[src/rtl/mult_product_control.sv]
// Shift-add multiplier sequencer with 2*WIDTH product register.
// Optional MULT_ZERO_SKIP_EN: finish early on a zero operand.
module mult_product_control #(
  parameter int WIDTH = 32,
  parameter int CNT_W = 5
) (
  input  logic               clk,
  input  logic               Reset,
  input  logic               Run,
  input  logic [WIDTH-1:0]   Multiplier_in,
  input  logic [WIDTH-1:0]   Multiplicand,
  output logic               W_ctrl,
  output logic [2*WIDTH-1:0] Product_out,
  output logic               Ready
);

  typedef enum logic [1:0] {
    IDLE,
    LOAD,
    CALC,
    DONE
  } state_t;

  state_t             state;
  state_t             state_nxt;
  logic [CNT_W-1:0]   counter;
  logic [2*WIDTH-1:0] product;
  logic [WIDTH:0]     sum;
  logic               last;
  logic               skip;

  assign sum  = {1'b0, product[2*WIDTH-1:WIDTH]}
              + {1'b0, Multiplicand};
  assign last = (counter == CNT_W'(WIDTH-1));

`ifdef MULT_ZERO_SKIP_EN
  assign skip = (counter == '0)
             && ((Multiplicand == '0)
             ||  (product[WIDTH-1:0] == '0));
`else
  assign skip = 1'b0;
`endif

  assign Product_out = product;

  // State register
  always_ff @(posedge clk or negedge Reset) begin
    if (!Reset) state <= IDLE;
    else        state <= state_nxt;
  end

  // Next-state decode; Run only matters in IDLE and DONE
  always_comb begin
    state_nxt = state;
    unique case (state)
      IDLE: if (Run) state_nxt = LOAD;
      LOAD: state_nxt = CALC;
      CALC: if (skip || last) state_nxt = DONE;
      DONE: if (Run) state_nxt = LOAD;
      default: state_nxt = IDLE;
    endcase
  end

  // Moore outputs
  always_comb begin
    W_ctrl = 1'b0;
    Ready  = 1'b0;
    unique case (state)
      LOAD:    W_ctrl = 1'b1;
      DONE:    Ready  = 1'b1;
      default: ;
    endcase
  end

  // Product/counter datapath; carry lands in the top bit
  always_ff @(posedge clk or negedge Reset) begin
    if (!Reset) begin
      product <= '0;
      counter <= '0;
    end else begin
      unique case (state)
        LOAD: begin
          product <= {{WIDTH{1'b0}}, Multiplier_in};
          counter <= '0;
        end
        CALC: begin
          counter <= counter + CNT_W'(1);
          if (skip)
            product <= '0;
          else if (product[0])
            product <= {sum, product[WIDTH-1:1]};
          else
            product <= product >> 1;
        end
        default: ;
      endcase
    end
  end

endmodule
[config.mk]
export PLATFORM = sky130hd
export DESIGN_NAME = mult_product_control
export DESIGN_NICKNAME = d
export VERILOG_FILES = /design/src/rtl/mult_product_control.sv
export SDC_FILE = /design/constraint.sdc
export NUM_CORES = 1
export LEC_CHECK = 0
export ABC_AREA = 1
export CORE_MARGIN = 4
export CORE_UTILIZATION = 47
export DETAILED_ROUTE_END_ITERATION = 8
export GPL_TIMING_DRIVEN = 1
export PLACE_DENSITY = 0.78
export SYNTH_ARGS = -nofsm -noshare
export SYNTH_HDL_FRONTEND = slang
export SYNTH_SLANG_ARGS = --single-unit
[constraint.sdc]
create_clock -name clk -period 2.95 [get_ports clk]
set_input_delay 0.59 -clock clk [delete_from_list [all_inputs] [get_ports clk]]
set_output_delay 0.59 -clock clk [all_outputs]
set_load 0.02 [all_outputs]
==> results.yml, run 1 <==
outcome:
  status: "complete, no violations"
hold_path:
  hold_path.class: "in2async"
pwr:
  p_leak_nw: 3.95
  peakVddDrop_uv: 595
  p_per_area_mw_per_mm2: 1020
critical_path:
  crit_path_max_fanout: 4
  start_kind: "primary input"
  crit_slowest_cell: "fa_1"
  crit_type: "in2reg"
  slowest_delay_ns: 0.47
  reg2reg_slack_ns: 0.65
  path_cells: "clkdlybuf4s50_1 -> ha_1 -> fa_1 -> nand3_1 -> nand3_1 -> nand2_1 -> nand2_1 -> nand2_1 -> nand2_1 -> nand2_1 -> nand2_1 -> o21ai_0 -> o21ai_0"
  cpMostUsedCell: "nand2_1"
  cp-end-kind: "flip-flop"
  crit_required_ns: 3.17
  crit_arrival_ns: 2.67
sta:
  rsz0062_at_grt: "false"
  fmax_mhz: 409
  slew_viol_final: 0
  fin_crit_sh: 0.830
  worst_pin_slew_ns: 0.932
  final.min_clock_period_ns: 2.45
  hold_viol_final: 0
  slew_headroom: 0.379
  setup_tns_ns: 0
  holdWs_ns: 0.386
  setup_violations: 0
  skew_ns: 0.0132
global_route:
  grt_pass1_vias: 5817
  antenna_found_initial: 0
  grt_usage: 0.244
  grt_max_degree: 72
  grt_first_pass_wirelength_mm: 27.7
  grt_overflow: 0
placed_design:
  place_area_mm2: 0.00713
  dp_hpwl_mm: 12.6
  port_buffers: 132
  gp_congestion: 0.959
layout:
  postLayoutCoreUtil: 0.639
  nets: 1124
  seqCellArea_mm2: 0.00178
  multi_input_area_mm2: 0.00316
  fillerInstances: 1091
  syn_to_final_growth_pct: 30.7
  antenna_cells: 0
  drive_above_1_share: 0.0420
  final_area_mm2: 0.00742
clocking:
  clkLatencyLatePin_ns: 0.34
  cts.sinks: 71
  cts_tree: "yes"
  cts_root_buf: "clkbuf_16"
  post_cts_buffers: 0
  cts_resized: 0
  htree_num_levels: 3
  path_clk_slew_ns: 0.07
  clk_path_buf_depth: 2
  cts_hold_buf: 0
  cts_buffers: 9
synthesis:
  synth_common_cells: "nand2_1 (309), inv_1 (165), nor2_1 (72), dfrtp_1 (71), o21ai_0 (49)"
  syn_inst: 889
  synth_edf_count: 0
  postSynthAreaPerCell_um2: 6.38
  synth_fp_nets: 995
  synth_area_mm2: 0.00567
  post-synth-top-area-cell: "dfrtp_1"
  synth-seq-cells: 71
  synth.top_cells.by_area: "dfrtp_1 (31%), nand2_1 (20%), inv_1 (11%)"
  yosysMostFrequentCell: "nand2_1"
  yosysSeqAreaShare: 0.313
  ys_types: 37
  ys_async_sr_fraction: 1.00
  synth_ff_type: "dfrtp_1"
  synth_top_area_frac: 0.313
  yosys_warnings: 0
detailed_routing:
  drtAntennaViolNets: 0
  wl_met2_mm: 7.74
  via_per_inst: 5.07
  wl_mm: 16.9
  drc: 0
  met1Wirelength_mm: 7.58
  firstDrtPassIters: 5
  vias: 5906
  wl_per_cell_um: 14.5
  met3_length_mm: 1.19
  dr.max_layer_used: "met4"
  drt-initial-drc-count: 373
die:
  die_area_mm2: 0.0139
  initial_core_util: 0.488
  die_width_um: 118
  core_mm2: 0.0116
  row_count: 39
  io_pins: 133
  fp.dieH_um: 118
flow_run:
  cap_violations: 0
## worst max-delay path, delay by kind of cell
kind,cells,cell delay [ns]
simple gates,8,0.69
buf+inv,1,0.42
fa+ha+maj,2,0.72
compound gates,2,0.26
## final cells by class
class	count	area share
Tap cell	143	0.0241
Clock inverter	6	0.00658
Inverter	167	0.0845
Multi-Input combinational cell	628	0.426
Clock buffer	10	0.0322
Timing Repair Buffer	141	0.187
Sequential cell	71	0.240
## metrics by stage
step / instances / setup WS [ns] / total power [mW]
final: 1166 / 0.503 / 7.59
after global routing: 1166 / 0.310 / 8.21
after CTS: 1166 / 0.540 / 7.60
after detailed placement: 1150 / 0.186 / 6.50
after global placement: 1150 / 0.234 / 6.41
after floorplan: 889 / 0.841 / 4.74
## flip-flops by register name, summed over array words and instances (netlist names)
register	cells
state	2
counter	5
Product_out	64
## cell usage in the layout (no fill, tap or decap), types with 2 or more instances in the layout
master           instances
buf_4                   10
inv_6                    3
a21oi_1                 36
a22oi_1                 15
nand2_2                  5
nor2_1                  71
clkinv_4                 2
o21ai_0                 49
nand2_1                309
ha_1                    38
nand3_1                 42
and2_1                   2
inv_1                  165
xor2_1                  12
dfrtp_1                 71
a22o_1                   3
nand3_2                  2
o211ai_1                17
nand3b_1                 2
clkdlybuf4s50_1        131
o21ai_1                  4
nor3_1                   5
nor2_2                   6
clkbuf_16                9
## report_power, final
group	total (mW)	switching (mW)	internal, mW	leakage (nW)
registers	1.73	0.344	1.39	0.922
clock network	1.08	0.475	0.604	0.144
logic	4.78	2.97	1.81	2.88
total	7.59	3.79	3.81	3.95
## kinds of logic (layout without fill, tap and decap cells)
logic type | count (synthesis) | after routing | synth area share
AND/OR/NAND/NOR | 447 | 447 | 0.317
XOR/XNOR | 13 | 13 | 0.0201
flip-flops | 71 | 71 | 0.313
buffers and inverters | 190 | 324 | 0.130
adder cells (fa/ha/maj) | 39 | 39 | 0.0873
AO/OA/AOI/OAI | 129 | 129 | 0.132
## routing by layer
metal	global-route usage	up-vias
li1	-	3019
met1	0.313	2663
met2	0.405	195
met3	0.0533	29
met4	0.0879	0
met5	0	-
## worst paths after layout
check,end,start,cells after the start
min in group clk,counter[4],counter[4],1
max,Product_out[47],Multiplicand[0],13
max in group asynchronous,Product_out[15],Reset,1
min,Product_out[38],Reset,1
min reg2reg,counter[4],counter[4],1
max reg2reg,Product_out[38],state[0],8
Power figures use the tool's default switching activity.
==> inputs of run 2 (changes only) <==
--- a/config.mk
+++ b/config.mk
@@ -7,10 +7,10 @@
 export LEC_CHECK = 0
 export ABC_AREA = 1
 export CORE_MARGIN = 4
-export CORE_UTILIZATION = 47
+export CORE_UTILIZATION = 46
 export DETAILED_ROUTE_END_ITERATION = 8
 export GPL_TIMING_DRIVEN = 1
-export PLACE_DENSITY = 0.78
+export PLACE_DENSITY = 0.8
 export SYNTH_ARGS = -nofsm -noshare
 export SYNTH_HDL_FRONTEND = slang
 export SYNTH_SLANG_ARGS = --single-unit
==> constraint.sdc (replaced) <==
create_clock -name clk -period 2.1 [get_ports clk]
set_input_delay 0.42 -clock clk [delete_from_list [all_inputs] [get_ports clk]]
set_output_delay 0.42 -clock clk [all_outputs]
set_load 0.02 [all_outputs]
==> run 2 against run 1 <==
Final area is 13% higher. Clock power up 63%. Register-to-register slack worse by 0.59 ns. First-iteration DRC count increased by 39%. Via count grew 7.7%. Global-route usage up 1.5 points. Flip-flop and latch count stayed put. Non-clock buffer count increased by 58. Highest routed layer unchanged. Critical path depth shrank 1.
==> results.yml, run 2 (same netlist as run 1, synthesis figures left out) <==
outcome:
  status: "complete, no violations"
hold_path:
  hold_path.class: "in2async"
clocking:
  cts_tree: "yes"
  cts_buffers: 9
  clkLatencyLatePin_ns: 0.34
  htree_num_levels: 3
  cts_root_buf: "clkbuf_16"
  path_clk_slew_ns: 0.06
  cts.sinks: 71
  clk_path_buf_depth: 2
global_route:
  grt_first_pass_wirelength_mm: 29.7
  antenna_found_initial: 0
  grt_max_degree: 38
  use_met1: 0.332
  use_met3: 0.0584
  grt_overflow: 0
  grt_usage: 0.259
  grt-busiest-layer: "met2"
  grt_pass1_vias: 6156
  met2_usage: 0.429
sta:
  slew_viol_final: 0
  skew_ns: 0.00621
  setup_ws_ns: 0.0582
  hold_viol_final: 0
  slew_headroom: 0.704
  setup_violations: 0
  worst_pin_slew_ns: 0.443
  final.min_clock_period_ns: 2.04
  fmax_mhz: 490
  fin_crit_sh: 0.972
detailed_routing:
  vias: 6358
  via_per_inst: 5.09
  drtAntennaViolNets: 0
  wl_mm: 18.7
  firstDrtPassIters: 6
  wl_per_cell_um: 15.0
  drc: 0
  drt-initial-drc-count: 518
die:
  io_pins: 133
  fp.dieH_um: 119
  core_mm2: 0.0121
  initial_core_util: 0.470
  die_width_um: 119
  row_count: 40
  die_area_mm2: 0.0142
critical_path:
  rr_worst_depth: 9
  slowest_delay_ns: 0.51
  crit_path_max_fanout: 5
  crit_arrival_ns: 2.27
  crit_required_ns: 2.32
  crit_type: "in2reg"
  start_kind: "primary input"
  cp-end-kind: "flip-flop"
  path_cells: "clkdlybuf4s50_1 -> ha_4 -> nand2_1 -> nand2_1 -> nand2_1 -> nand2_1 -> nand2_1 -> nand3b_1 -> buf_4 -> xor2_1 -> o21ai_0 -> o21ai_0"
  crit_slowest_cell: "clkdlybuf4s50_1"
  cpMostUsedCell: "nand2_1"
pwr:
  peakVddDrop_uv: 897
  p_leak_nw: 4.34
  p_per_area_mw_per_mm2: 1430
placed_design:
  gp_congestion: 0.975
  dp_hpwl_mm: 13.6
  place_inst: 1230
  place_ws_ns: -0.405
  port_buffers: 132
flow_run:
  cap_violations: 0
layout:
  largest_register_ffs: 64
  nets: 1182
  antenna_cells: 0
  layout_common_cells: "nand2_1 (292), inv_1 (165), clkdlybuf4s50_1 (125)"
  drive_above_1_share: 0.144
  syn_to_final_growth_pct: 47.3
  layout.cells.non_filler: 1249
  final_common_cell: "nand2_1"
run 2: layer usage:
metal	wire length, um	part of all wire	vias to the layer above
li1	-	-	3139
met5	0	0	-
met3	1510	0.081	54
met4	607	0.032	0
met1	7870	0.42	2895
met2	8720	0.47	270
run 2: power breakdown:
part | internal, mW | total [mW] | switching [mW] | leakage [nW]
sequential | 1.95 | 2.48 | 0.524 | 0.922
clock | 1.11 | 1.76 | 0.651 | 0.163
combinational | 3.23 | 7.69 | 4.47 | 3.25
total | 6.29 | 11.9 | 5.64 | 4.34
run 2: per-stage QoR:
stage / util / power [mW] / hold WS (ns) / cell area (um^2) / setup TNS (ns)
after floorplan: - / 6.67 / 0.124 / 5670 / 0
after global placement: 0.630 / 9.61 / 0.331 / 7600 / -7.62
after detailed placement: 0.630 / 9.73 / 0.339 / 7600 / -8.85
after CTS: 0.660 / 11.5 / 0.530 / 7970 / 0
after global routing: 0.693 / 12.9 / 0.535 / 8360 / -0.100
final: 0.693 / 11.9 / 0.514 / 8360 / 0
run 2: worst paths after layout:
check / start / to / slack, ns
max in group asynchronous: Reset / Product_out[12] / 0.97
min: Reset / Product_out[52] / 0.51
min reg2reg: Product_out[31] / Product_out[30] / 0.53
max reg2reg: Product_out[32] / Product_out[41] / 0.06
min in group clk: Product_out[31] / Product_out[30] / 0.53
max: Multiplicand[3] / Product_out[41] / 0.06
run 2: area by class of cell:
class | count | area, um^2
Tap cell | 168 | 210
Inverter | 167 | 627
Fill cell | 1001 | 3700
Clock buffer | 12 | 256
Timing Repair Buffer | 199 | 1870
Clock inverter | 4 | 77.6
Multi-Input combinational cell | 628 | 3540
Sequential cell | 71 | 1780
run 2: critical path: cells and delay by family:
family	cells	cell delay [ns]
AND/OR/NAND/NOR	6	0.56
adder cells (fa/ha/maj)	1	0.23
XOR/XNOR	1	0.13
AO/OA/AOI/OAI	2	0.21
buffers and inverters	2	0.70
run 2: repair_timing:
| action | in CTS | in global routing |
|---|---|---|
| pin swaps | 0 | 12 |
| setup buffers | 0 | 2 |
| hold endpoints to repair | 16 | 0 |
| gates resized for setup | 4 | 68 |
| setup endpoints to repair | 8 | 25 |
| hold buffers | 1 | 0 |
